$ cat src/rtl/onehot_sched_pkg.sv
// Purpose: shared constants, FSM state type and one-hot helper for the round-robin scheduler.
// Latency: n/a (declarations and a combinational function only).
// Backpressure: n/a.
package onehot_sched_pkg;

    localparam int N = 16;
    localparam int W = 4;

    typedef enum logic {
        IDLE  = 1'b0,
        GRANT = 1'b1
    } sched_state_e;

    // Binary index of the set bit of a one-hot word; 0 for an all-zero word.
    function automatic logic [W-1:0] onehot_to_idx(input logic [N-1:0] oh);
        logic [W-1:0] idx;
        idx = '0;
        for (int i = 0; i < N; i++) begin
            if (oh[i]) begin
                idx = idx | i[W-1:0];
            end
        end
        return idx;
    endfunction

endpackage

$ cat src/rtl/onehot_rr_scheduler_rr_pick.sv
// Purpose: combinational round-robin pick of one bit from a vector, starting at ptr.
// Latency: combinational, zero cycles.
// Backpressure: none; pure function of its inputs.
module rr_pick
    import onehot_sched_pkg::*;
(
    input  logic [N-1:0] vector,
    input  logic [W-1:0] ptr,
    output logic [N-1:0] onehot,
    output logic [W-1:0] idx,
    output logic         any
);

    logic [2*N-1:0] rot_wide;
    logic [N-1:0]   rot;
    logic [N-1:0]   prio;
    logic [2*N-1:0] unrot_wide;

    // Rotate so ptr lands at bit 0, isolate the lowest set bit, rotate back.
    always_comb begin
        rot_wide   = {vector, vector} >> ptr;
        rot        = rot_wide[N-1:0];
        prio       = rot & (~rot + N'(1));
        unrot_wide = {prio, prio} << ptr;
        onehot     = unrot_wide[2*N-1:N];
        idx        = onehot_to_idx(onehot);
        any        = |vector;
    end

endmodule

$ cat src/rtl/onehot_rr_scheduler.sv
// Purpose: collects request pulses into sticky pending bits and issues one-hot grants in round-robin order.
// Latency: one cycle from a request pulse (in IDLE) to out_valid; back-to-back grants thereafter.
// Backpressure: grant and grant_idx hold stable while out_valid && !out_ready.
module onehot_rr_scheduler
    import onehot_sched_pkg::*;
(
    input  logic         clk,
    input  logic         rst_n,
    input  logic [N-1:0] req_set,
    output logic [N-1:0] grant,
    output logic [W-1:0] grant_idx,
    output logic         out_valid,
    input  logic         out_ready,
    output logic [N-1:0] pending,
    output logic         busy
);

    sched_state_e state_q, state_d;
    logic [N-1:0] grant_q, grant_d;
    logic [W-1:0] idx_q, idx_d;
    logic [N-1:0] pending_q, pending_d;
    logic [W-1:0] ptr_q, ptr_d;

    logic         xfer;
    logic [N-1:0] clr;
    logic [N-1:0] pick_onehot;
    logic [W-1:0] pick_idx;
    logic         pick_any;

    // Transfer detection, pending update and pointer advance feeding the picker.
    always_comb begin
        xfer      = (state_q == GRANT) && out_ready;
        clr       = xfer ? grant_q : '0;
        // A same-cycle re-request beats the clear, so the source stays pending.
        pending_d = (pending_q & ~clr) | req_set;
        ptr_d     = xfer ? (idx_q + W'(1)) : ptr_q;
    end

    // The pick sees the post-transfer pending vector and the advanced pointer.
    rr_pick u_pick (
        .vector (pending_d),
        .ptr    (ptr_d),
        .onehot (pick_onehot),
        .idx    (pick_idx),
        .any    (pick_any)
    );

    // Next-state and grant register logic; grant holds unless issuing a new pick.
    always_comb begin
        state_d = state_q;
        grant_d = grant_q;
        idx_d   = idx_q;
        unique case (state_q)
            IDLE: begin
                if (pick_any) begin
                    state_d = GRANT;
                    grant_d = pick_onehot;
                    idx_d   = pick_idx;
                end
            end
            GRANT: begin
                if (xfer) begin
                    if (pick_any) begin
                        grant_d = pick_onehot;
                        idx_d   = pick_idx;
                    end else begin
                        state_d = IDLE;
                        grant_d = '0;
                        idx_d   = '0;
                    end
                end
            end
            default: begin
                state_d = IDLE;
                grant_d = '0;
                idx_d   = '0;
            end
        endcase
    end

    // State, grant, pending and pointer registers; reset clears everything at once.
    always_ff @(posedge clk or negedge rst_n) begin
        if (!rst_n) begin
            state_q   <= IDLE;
            grant_q   <= '0;
            idx_q     <= '0;
            pending_q <= '0;
            ptr_q     <= '0;
        end else begin
            state_q   <= state_d;
            grant_q   <= grant_d;
            idx_q     <= idx_d;
            pending_q <= pending_d;
            ptr_q     <= ptr_d;
        end
    end

    // Outputs come straight from registers; grant is zero whenever IDLE.
    always_comb begin
        out_valid = (state_q == GRANT);
        grant     = grant_q;
        grant_idx = idx_q;
        pending   = pending_q;
        busy      = out_valid | (|pending_q);
    end

endmodule

$ cat config.mk
export PLATFORM = sky130hd
export DESIGN_NAME = onehot_rr_scheduler
export DESIGN_NICKNAME = d
export VERILOG_FILES = /design/src/rtl/onehot_sched_pkg.sv /design/src/rtl/onehot_rr_scheduler_rr_pick.sv /design/src/rtl/onehot_rr_scheduler.sv
export SDC_FILE = /design/constraint.sdc
export NUM_CORES = 1
export LEC_CHECK = 0
export ABC_AREA = 1
export CORE_UTILIZATION = 44
export DETAILED_ROUTE_END_ITERATION = 8
export PLACE_DENSITY_LB_ADDON = 0.1
export SYNTH_ARGS = -nofsm -noshare
export SYNTH_HDL_FRONTEND = slang
export SYNTH_SLANG_ARGS = --single-unit
$ cat constraint.sdc
create_clock -name clk -period 4.4 [get_ports clk]
set_input_delay 0.88 -clock clk [delete_from_list [all_inputs] [get_ports clk]]
set_output_delay 0.88 -clock clk [all_outputs]
set_load 0.02 [all_outputs]
==> summary.json, run 1 <==
{
  "run_status": {"value": "finished clean"},
  "wl_per_cell": {"value": 16.0, "unit": "um"},
  "dieArea": {"value": 9830, "unit": "sq um"},
  "finish.instance_area": {"value": 4850, "unit": "sq um"},
  "regArea": {"value": 1030, "unit": "sq um"},
  "worstRegToRegCells": {"value": 20},
  "yosys_register_bits": {"value": 41},
  "report.power.total": {"value": 2.48, "unit": "mW"},
  "mappedNetlistArea": {"value": 4150, "unit": "sq um"},
  "power.share.sequential": {"value": 23.0, "unit": "%"},
  "synthTopCellsByCount": {"value": "sky130_fd_sc_hd__nand2_1, sky130_fd_sc_hd__nand3_1, sky130_fd_sc_hd__dfrtp_1"},
  "critical_path_cell_count": {"value": 26},
  "cap_violations": {"value": 0},
  "worst_pin_slew": {"value": 0.925, "unit": "ns"},
  "cts_made_buffers": {"value": 5},
  "synthTopCellsByArea": {"value": "sky130_fd_sc_hd__nand3_1, sky130_fd_sc_hd__dfrtp_1, sky130_fd_sc_hd__nand2_1, sky130_fd_sc_hd__inv_1, sky130_fd_sc_hd__buf_2"},
  "worstHoldPathCells": {"value": 2},
  "grt_max_degree": {"value": 42},
  "vias_per_cell": {"value": 5.72},
  "area_occupied_by_multi_input_gates": {"value": 2780, "unit": "sq um"},
  "port-buffer-count": {"value": 56},
  "finalCoreUtilization": {"value": 52.8, "unit": "%"},
  "min_to": {"value": "grant[4]"},
  "crit_buf_inv": {"value": 2},
  "postPlaceCellArea": {"value": 4740, "unit": "sq um"},
  "critical_path.slowest_cell": {"value": "sky130_fd_sc_hd__dlymetal6s2s_1"},
  "routed_wl": {"value": 13800, "unit": "um"},
  "synth.yosys.seq_area_share": {"value": 24.7, "unit": "%"},
  "synth_nets": {"value": 730},
  "share_clk_of_total_power": {"value": 10.8, "unit": "%"},
  "ys_async_rst_share": {"value": 100, "unit": "%"},
  "timing_max_transition_violations_final": {"value": 0},
  "critical_path.max_stage_delay": {"value": 0.28, "unit": "ns"},
  "timing.critical_path.from": {"value": "out_ready"},
  "drt_pass1_iterations": {"value": 6},
  "number_of_enable_type_register_cells_in_the_synthesized_netlist": {"value": 0},
  "cell_chosen_for_the_clock_root": {"value": "sky130_fd_sc_hd__clkbuf_8"},
  "antenna_violations_before_repair": {"value": 0},
  "timing.clock.skew": {"value": 0.00877, "unit": "ns"},
  "layout-drive-gt1-share": {"value": 8.14, "unit": "%"},
  "fillers": {"value": 980},
  "numClockSinks": {"value": 41},
  "final-setup-viol-count": {"value": 0},
  "worstSetupPathType": {"value": "in -> reg"},
  "required": {"value": 4.65, "unit": "ns"},
  "die_x": {"value": 99.1, "unit": "um"},
  "synth_ff_type": {"value": "sky130_fd_sc_hd__dfrtp_1"},
  "finalWeightedCongestion": {"value": 0.944},
  "logic_pwr_share": {"value": 66.2, "unit": "%"},
  "initial_utilization": {"value": 45.1, "unit": "%"},
  "cts.repair.resized": {"value": 0},
  "post_synth_inst_count": {"value": 710},
  "ios": {"value": 57},
  "synth.avg_cell_area": {"value": 5.85, "unit": "sq um"},
  "p_sw": {"value": 1.32, "unit": "mW"},
  "power.share.switching": {"value": 53.4, "unit": "%"},
  "critical_path.max_fanout": {"value": 13},
  "slew_headroom": {"value": 38.3, "unit": "%"},
  "timing.final.crit_period": {"value": 3.66, "unit": "ns"},
  "holdCritStartpoint": {"value": "grant[4]"},
  "unrepaired_setup_endpoints_after_global_routing": {"value": "false"},
  "hpwlAfterDp": {"value": 10800, "unit": "um"},
  "synth_warnings": {"value": 0},
  "num-nets-final": {"value": 768},
  "crit-reg2reg-capture": {"value": "grant_idx[3]"},
  "route.detailed.drc": {"value": 0},
  "power_per_cell_area": {"value": 510, "unit": "nW/um^2"},
  "grt_remaining_overflow": {"value": 0},
  "startpoint_type": {"value": "input port"},
  "final_hold_violating_endpoints": {"value": 0},
  "r2r_setup_slack": {"value": 0.88, "unit": "ns"},
  "worstSetupEndpointType": {"value": "flop"},
  "yosys.area.top_type_share": {"value": 26.9, "unit": "%"},
  "timing.setup.tns": {"value": 0, "unit": "ns"},
  "areaGrowthSynthToFinish": {"value": 16.9, "unit": "%"},
  "number_of_global_route_vias_before_repair": {"value": 4563},
  "number_of_levels_in_the_clock_h_tree": {"value": 2},
  "cts_post_setup_buffers_inserted": {"value": 0},
  "crit_arrival": {"value": 3.91, "unit": "ns"},
  "cellLeakagePower": {"value": 2.41, "unit": "nW"},
  "power.ir.vdd_worst": {"value": 0.191, "unit": "mV"},
  "grtUsageTotal": {"value": 29.0, "unit": "%"},
  "timing.hold.worst.class": {"value": "reg -> reg"},
  "timing.final.crit_share": {"value": 83.2, "unit": "%"},
  "cts_max_path_buffers": {"value": 2},
  "crit_path_frequent_cell": {"value": "sky130_fd_sc_hd__nand2_1"},
  "synthDominantAreaCellType": {"value": "sky130_fd_sc_hd__nand3_1"},
  "cts_tree": {"value": "built"},
  "internal_power": {"value": 1.15, "unit": "mW"},
  "cts_hold_buffers": {"value": 0},
  "worst_path_dominant_cell_family": {"value": "simple AND/OR/NAND/NOR gates"},
  "post_synth_num_cell_types": {"value": 35},
  "antenna_left": {"value": 0},
  "clkTransAtPathRegs": {"value": 0.09, "unit": "ns"},
  "floorplan.rows": {"value": 35},
  "detailroute.via_count": {"value": 4922},
  "synth_most_common_cell": {"value": "sky130_fd_sc_hd__nand2_1"},
  "chipHeight": {"value": 99.1, "unit": "um"},
  "dr.first_iter.drc_count": {"value": 504},
  "regToRegStartpoint": {"value": "out_valid"},
  "core_area": {"value": 9200, "unit": "sq um"},
  "clkLatencyLatePin": {"value": 0.30, "unit": "ns"},
  "max_freq": {"value": 273, "unit": "MHz"},
  "antenna_cells": {"value": 0},
  "grt_pass1_wl": {"value": 22700, "unit": "um"}
}
-- cell usage in the layout (no fill, tap or decap), drive strengths merged --
cell type	count
nor3	3
buf	16
o211ai	1
nor4	5
or4	1
ha	1
xnor2	1
o21a	1
dlymetal6s2s	1
nand3	227
and2	1
dfrtp	41
clkbuf	6
clkdlybuf4s50	54
and3	1
nor2	27
o21ai	26
inv	37
xor2	1
a32o	1
nand4	14
nand2	280
or2	1
clkinv	2
-- layer usage --
metal | up-vias | wire, um | global-route usage (%)
met1 | 2270 | 6400 | 40.5
met2 | 175 | 6260 | 47.0
li1 | 2450 | - | -
met5 | - | 0 | 0
met3 | 27 | 805 | 3.02
met4 | 0 | 337 | 9.95
-- sequential cells by signal, indices dropped and copies added, names as in the netlist --
register   cells
grant_idx      4
out_valid      1
grant         16
pending       16
ptr_q          4
-- worst max-delay path by stage --
stage | to | slack (ns)
6_report | grant_idx[3] | 0.74
5_1_grt | grant_idx[3] | 0.31
4_1_cts | grant_idx[3] | 0.33
3_5_place_dp | grant_idx[3] | 0.02
3_3_place_gp | grant_idx[3] | 0.12
2_1_floorplan | grant_idx[1] | 1.39
-- power by group through the flow --
stage | combinational (mW) | clock [mW] | sequential (mW)
5_1_grt | 1.82 | 0.282 | 0.582
2_1_floorplan | 1.00 | 0 | 0.664
3_5_place_dp | 1.61 | 0 | 0.578
3_3_place_gp | 1.60 | 0 | 0.575
4_1_cts | 1.62 | 0.274 | 0.571
6_report | 1.64 | 0.267 | 0.570
-- logic make-up after synthesis --
family | synth area share, %
xor gates and xnor gates | 0.422
adders and majority gates | 0.301
and+or+nand+nor | 61.8
buffers and inverters | 8.68
DFF | 24.7
AOI/OAI and AO/OA | 4.10
-- final cells by class --
class	instances	area share [%]
Multi-Input combinational cell	592	57.2
Sequential cell	41	21.1
Clock buffer	6	1.70
Inverter	37	2.91
Clock inverter	2	0.284
Tap cell	111	2.86
Timing Repair Buffer	71	13.9
-- worst reg2reg max path, cell delays in order (launching register included) --
cell and delay [ns]:
sky130_fd_sc_hd__dfrtp_1 0.76, sky130_fd_sc_hd__nand2_4 0.18, sky130_fd_sc_hd__inv_2 0.12, sky130_fd_sc_hd__o21ai_2 0.08, sky130_fd_sc_hd__inv_2 0.35, sky130_fd_sc_hd__nand3_1 0.22, sky130_fd_sc_hd__nand3_1 0.18, sky130_fd_sc_hd__nand2_2 0.13
sky130_fd_sc_hd__nand3_1 0.14, sky130_fd_sc_hd__inv_1 0.05, sky130_fd_sc_hd__o21ai_0 0.30, sky130_fd_sc_hd__or2_2 0.19, sky130_fd_sc_hd__nand3_1 0.07, sky130_fd_sc_hd__nand2_1 0.10, sky130_fd_sc_hd__nand2_1 0.06, sky130_fd_sc_hd__nand2_1 0.16
sky130_fd_sc_hd__nand2_1 0.08, sky130_fd_sc_hd__nor2_1 0.08, sky130_fd_sc_hd__nand2_1 0.05, sky130_fd_sc_hd__nand2_1 0.06, sky130_fd_sc_hd__nand2_1 0.06
-- through the flow --
| step | setup slack [ns] | hold slack, ns | instances |
|---|---|---|---|
| 2_1_floorplan | 1.39 | 0.584 | 710 |
| 3_3_place_gp | 0.124 | 0.496 | 852 |
| 3_5_place_dp | 0.0151 | 0.517 | 852 |
| 4_1_cts | 0.327 | 0.535 | 860 |
| 5_1_grt | 0.313 | 0.569 | 860 |
| 6_report | 0.740 | 0.530 | 860 |
Note: power is estimated with default switching activity, not from simulation.
==> run 2: changes to the inputs <==
==> constraint.sdc (replaced) <==
create_clock -name clk -period 3.2 [get_ports clk]
set_input_delay 0.64 -clock clk [delete_from_list [all_inputs] [get_ports clk]]
set_output_delay 0.64 -clock clk [all_outputs]
set_load 0.02 [all_outputs]
==> run 2 against run 1 <==
Combinational power is 85% higher; via count is 9.3% higher; utilization is 13 points higher; final cell count is 9.0% higher; routed wire length is 13% higher; worst setup slack worse by 0.62 ns; worst hold slack worse by 0.072 ns; first-iteration DRC count is 6.7% higher.
==> summary.json, run 2 (same netlist as run 1, synthesis figures left out) <==
{
  "cell_chosen_for_the_clock_root": {"value": "sky130_fd_sc_hd__clkbuf_8"},
  "clkTransAtPathRegs": {"value": 0.08, "unit": "ns", "change": "about the same"},
  "core_area": {"value": 9200, "unit": "sq um", "change": "unchanged"},
  "antenna_cells": {"value": 0, "change": "unchanged"},
  "numClockSinks": {"value": 41, "change": "unchanged"},
  "cts_max_path_buffers": {"value": 2, "change": "unchanged"},
  "timing_max_transition_violations_final": {"value": 0, "change": "unchanged"},
  "grt_remaining_overflow": {"value": 0, "change": "unchanged"},
  "startpoint_type": {"value": "flop"},
  "timing.final.crit_share": {"value": 96.2, "unit": "%"},
  "dieArea": {"value": 9830, "unit": "sq um", "change": "unchanged"},
  "timing.setup.tns": {"value": 0, "unit": "ns", "change": "unchanged"},
  "hold_slack": {"value": 0.457, "unit": "ns", "change": "-0.0723 ns"},
  "crit_arrival": {"value": 3.27, "unit": "ns", "change": "-0.64 ns"},
  "timing.critical_path.from": {"value": "grant_idx[1]"},
  "drt_pass1_iterations": {"value": 5, "change": "-1"},
  "final_common_cell": {"value": "sky130_fd_sc_hd__nand2_1"},
  "critical_path.max_fanout": {"value": 12, "change": "-1"},
  "die_x": {"value": 99.1, "unit": "um", "change": "unchanged"},
  "layout-drive-gt1-share": {"value": 28.7, "unit": "%", "change": "+21 points"},
  "regToRegStartpoint": {"value": "grant_idx[1]"},
  "worstSetupPathType": {"value": "reg -> reg"},
  "cts_tree": {"value": "built"},
  "grt_max_degree": {"value": 42, "change": "unchanged"},
  "power.ir.vdd_worst": {"value": 0.287, "unit": "mV", "change": "+51%"},
  "cap_violations": {"value": 0, "change": "unchanged"},
  "finalWeightedCongestion": {"value": 0.951, "change": "+0.72%"},
  "run_status": {"value": "finished clean"},
  "timing.final.crit_period": {"value": 3.08, "unit": "ns"},
  "most_frequent_cells_in_the_layout": {"value": "sky130_fd_sc_hd__nand2_1, sky130_fd_sc_hd__nand3_1, sky130_fd_sc_hd__buf_4"},
  "fillers": {"value": 881, "change": "-10%"},
  "routed_wl": {"value": 15600, "unit": "um", "change": "+13%"},
  "cts_hold_buffers": {"value": 0, "change": "unchanged"},
  "final-setup-viol-count": {"value": 0, "change": "unchanged"},
  "timing.clock.skew": {"value": 0.00599, "unit": "ns", "change": "-0.00278 ns"},
  "vias_per_cell": {"value": 5.74, "change": "+0.32%"},
  "port-buffer-count": {"value": 56, "change": "unchanged"},
  "floorplan.rows": {"value": 35, "change": "unchanged"},
  "cellLeakagePower": {"value": 2.96, "unit": "nW", "change": "+23%"},
  "final_hold_violating_endpoints": {"value": 0, "change": "unchanged"},
  "clkLatencyLatePin": {"value": 0.29, "unit": "ns", "change": "about the same"},
  "ios": {"value": 57, "change": "unchanged"},
  "chipHeight": {"value": 99.1, "unit": "um", "change": "unchanged"},
  "num-nets-final": {"value": 845, "change": "+10%"},
  "power_per_cell_area": {"value": 689, "unit": "nW/um^2", "change": "+35%"},
  "worstSetupEndpointType": {"value": "flop"},
  "initial_utilization": {"value": 45.1, "unit": "%", "change": "unchanged"},
  "areaGrowthSynthToFinish": {"value": 45.9, "unit": "%"},
  "detailroute.via_count": {"value": 5380, "change": "+9.3%"},
  "route.detailed.drc": {"value": 0, "change": "unchanged"},
  "slew_headroom": {"value": 40.6, "unit": "%", "change": "+2.3 points"},
  "max_freq": {"value": 325, "unit": "MHz"},
  "antenna_violations_before_repair": {"value": 0, "change": "unchanged"},
  "dr.first_iter.drc_count": {"value": 538, "change": "+6.7%"},
  "finish.instance_area": {"value": 6060, "unit": "sq um", "change": "+25%"},
  "number_of_levels_in_the_clock_h_tree": {"value": 2, "change": "unchanged"},
  "wl_per_cell": {"value": 16.6, "unit": "um", "change": "+3.7%"},
  "number_of_global_route_vias_before_repair": {"value": 4850, "change": "+6.3%"},
  "postPlaceCellArea": {"value": 5290, "unit": "sq um", "change": "+12%"},
  "hpwlAfterDp": {"value": 11300, "unit": "um", "change": "+4.4%"},
  "unrepaired_setup_endpoints_after_global_routing": {"value": "true"},
  "required": {"value": 3.39, "unit": "ns", "change": "-1.26 ns"},
  "grt_pass1_wl": {"value": 24000, "unit": "um", "change": "+5.9%"},
  "worst_pin_slew": {"value": 0.890, "unit": "ns", "change": "-0.0349 ns"},
  "cts_made_buffers": {"value": 5, "change": "unchanged"},
  "report.power.total": {"value": 4.18, "unit": "mW", "change": "+69%"},
  "antenna_left": {"value": 0, "change": "unchanged"},
  "timing.hold.worst.class": {"value": "in -> async"},
  "grtUsageTotal": {"value": 30.7, "unit": "%", "change": "+1.7 points"}
}
-- run 2: worst paths after layout --
check                          endpoint  slack (ns)  cells past startpoint
setup / recovery           grant_idx[1]        0.12                     24
hold / removal               pending[9]        0.46                      1
setup reg to reg           grant_idx[1]        0.12                     24
hold reg to reg               grant[12]        0.53                      2
max in group asynchronous     out_valid        2.11                      1
min in group clk              grant[12]        0.53                      2
-- run 2: power by group --
group          total, mW  internal (mW)  switching [mW]
sequential         0.783          0.653           0.129
clock              0.360          0.175           0.185
combinational       3.03           1.23            1.81
-- run 2: worst max-delay path, stage by stage, from the launching register on --
cell and delay (ns):
sky130_fd_sc_hd__dfrtp_1 0.39, sky130_fd_sc_hd__ha_1 0.30, sky130_fd_sc_hd__inv_2 0.05, sky130_fd_sc_hd__o21ai_4 0.14
sky130_fd_sc_hd__inv_2 0.08, sky130_fd_sc_hd__bufbuf_16 0.28, sky130_fd_sc_hd__nand3_1 0.12, sky130_fd_sc_hd__nand3_2 0.13
sky130_fd_sc_hd__nand3_1 0.12, sky130_fd_sc_hd__nand2_2 0.10, sky130_fd_sc_hd__nand2_1 0.08, sky130_fd_sc_hd__nor2_1 0.04
sky130_fd_sc_hd__buf_4 0.15, sky130_fd_sc_hd__nand4_1 0.10, sky130_fd_sc_hd__nand2_2 0.07, sky130_fd_sc_hd__nand2_1 0.08
sky130_fd_sc_hd__nand3_1 0.07, sky130_fd_sc_hd__nand2_1 0.10, sky130_fd_sc_hd__nand2_1 0.07, sky130_fd_sc_hd__nand2_2 0.11
sky130_fd_sc_hd__nand2_2 0.07, sky130_fd_sc_hd__nor2_2 0.11, sky130_fd_sc_hd__nand2_1 0.08, sky130_fd_sc_hd__nand2_1 0.06
sky130_fd_sc_hd__nand2_1 0.04
-- run 2: repair_timing --
action                     in CTS  in global routing
pin swaps                      13                 32
buffers inserted                7                  6
setup endpoints to repair      20                 20
resized for setup              37                 89
cloned                          3                  3
-- run 2: per-stage QoR --
stage	utilization [%]	std cells	setup slack [ns]
3_3_place_gp	57.5	910	-0.623
6_report	65.9	937	0.122
5_1_grt	65.9	937	-0.130
2_1_floorplan	-	710	0.396
4_1_cts	61.3	928	0.0554
3_5_place_dp	57.5	910	-0.670
-- run 2: cell type report --
class / count / area (sq um) / share of cell area [%]
Clock buffer: 6 / 82.6 / 1.36
Clock inverter: 2 / 13.8 / 0.227
Inverter: 37 / 141 / 2.33
Multi-Input combinational cell: 593 / 3200 / 52.9
Sequential cell: 41 / 1030 / 17.0
Tap cell: 111 / 139 / 2.29
Timing Repair Buffer: 147 / 1450 / 23.9
-- run 2: layer usage --
| layer | up-vias | wire length [um] | GRT usage, % |
|---|---|---|---|
| li1 | 2615 | - | - |
| met4 | 0 | 497 | 10.6 |
| met2 | 255 | 7270 | 50.2 |
| met5 | - | 0 | 0 |
| met3 | 41 | 1120 | 2.25 |
| met1 | 2469 | 6710 | 43.0 |
==> run 3: changes to the inputs <==
--- a/config.mk
+++ b/config.mk
@@ -7,6 +7,7 @@
 export LEC_CHECK = 0
 export ABC_AREA = 1
 export CORE_UTILIZATION = 44
+export CTS_BUF_LIST = sky130_fd_sc_hd__clkbuf_8
 export DETAILED_ROUTE_END_ITERATION = 8
 export PLACE_DENSITY_LB_ADDON = 0.1
 export SYNTH_ARGS = -nofsm -noshare
==> results of run 3 <==
No change in the layout: final DEF, timing and power equal those of run 2.
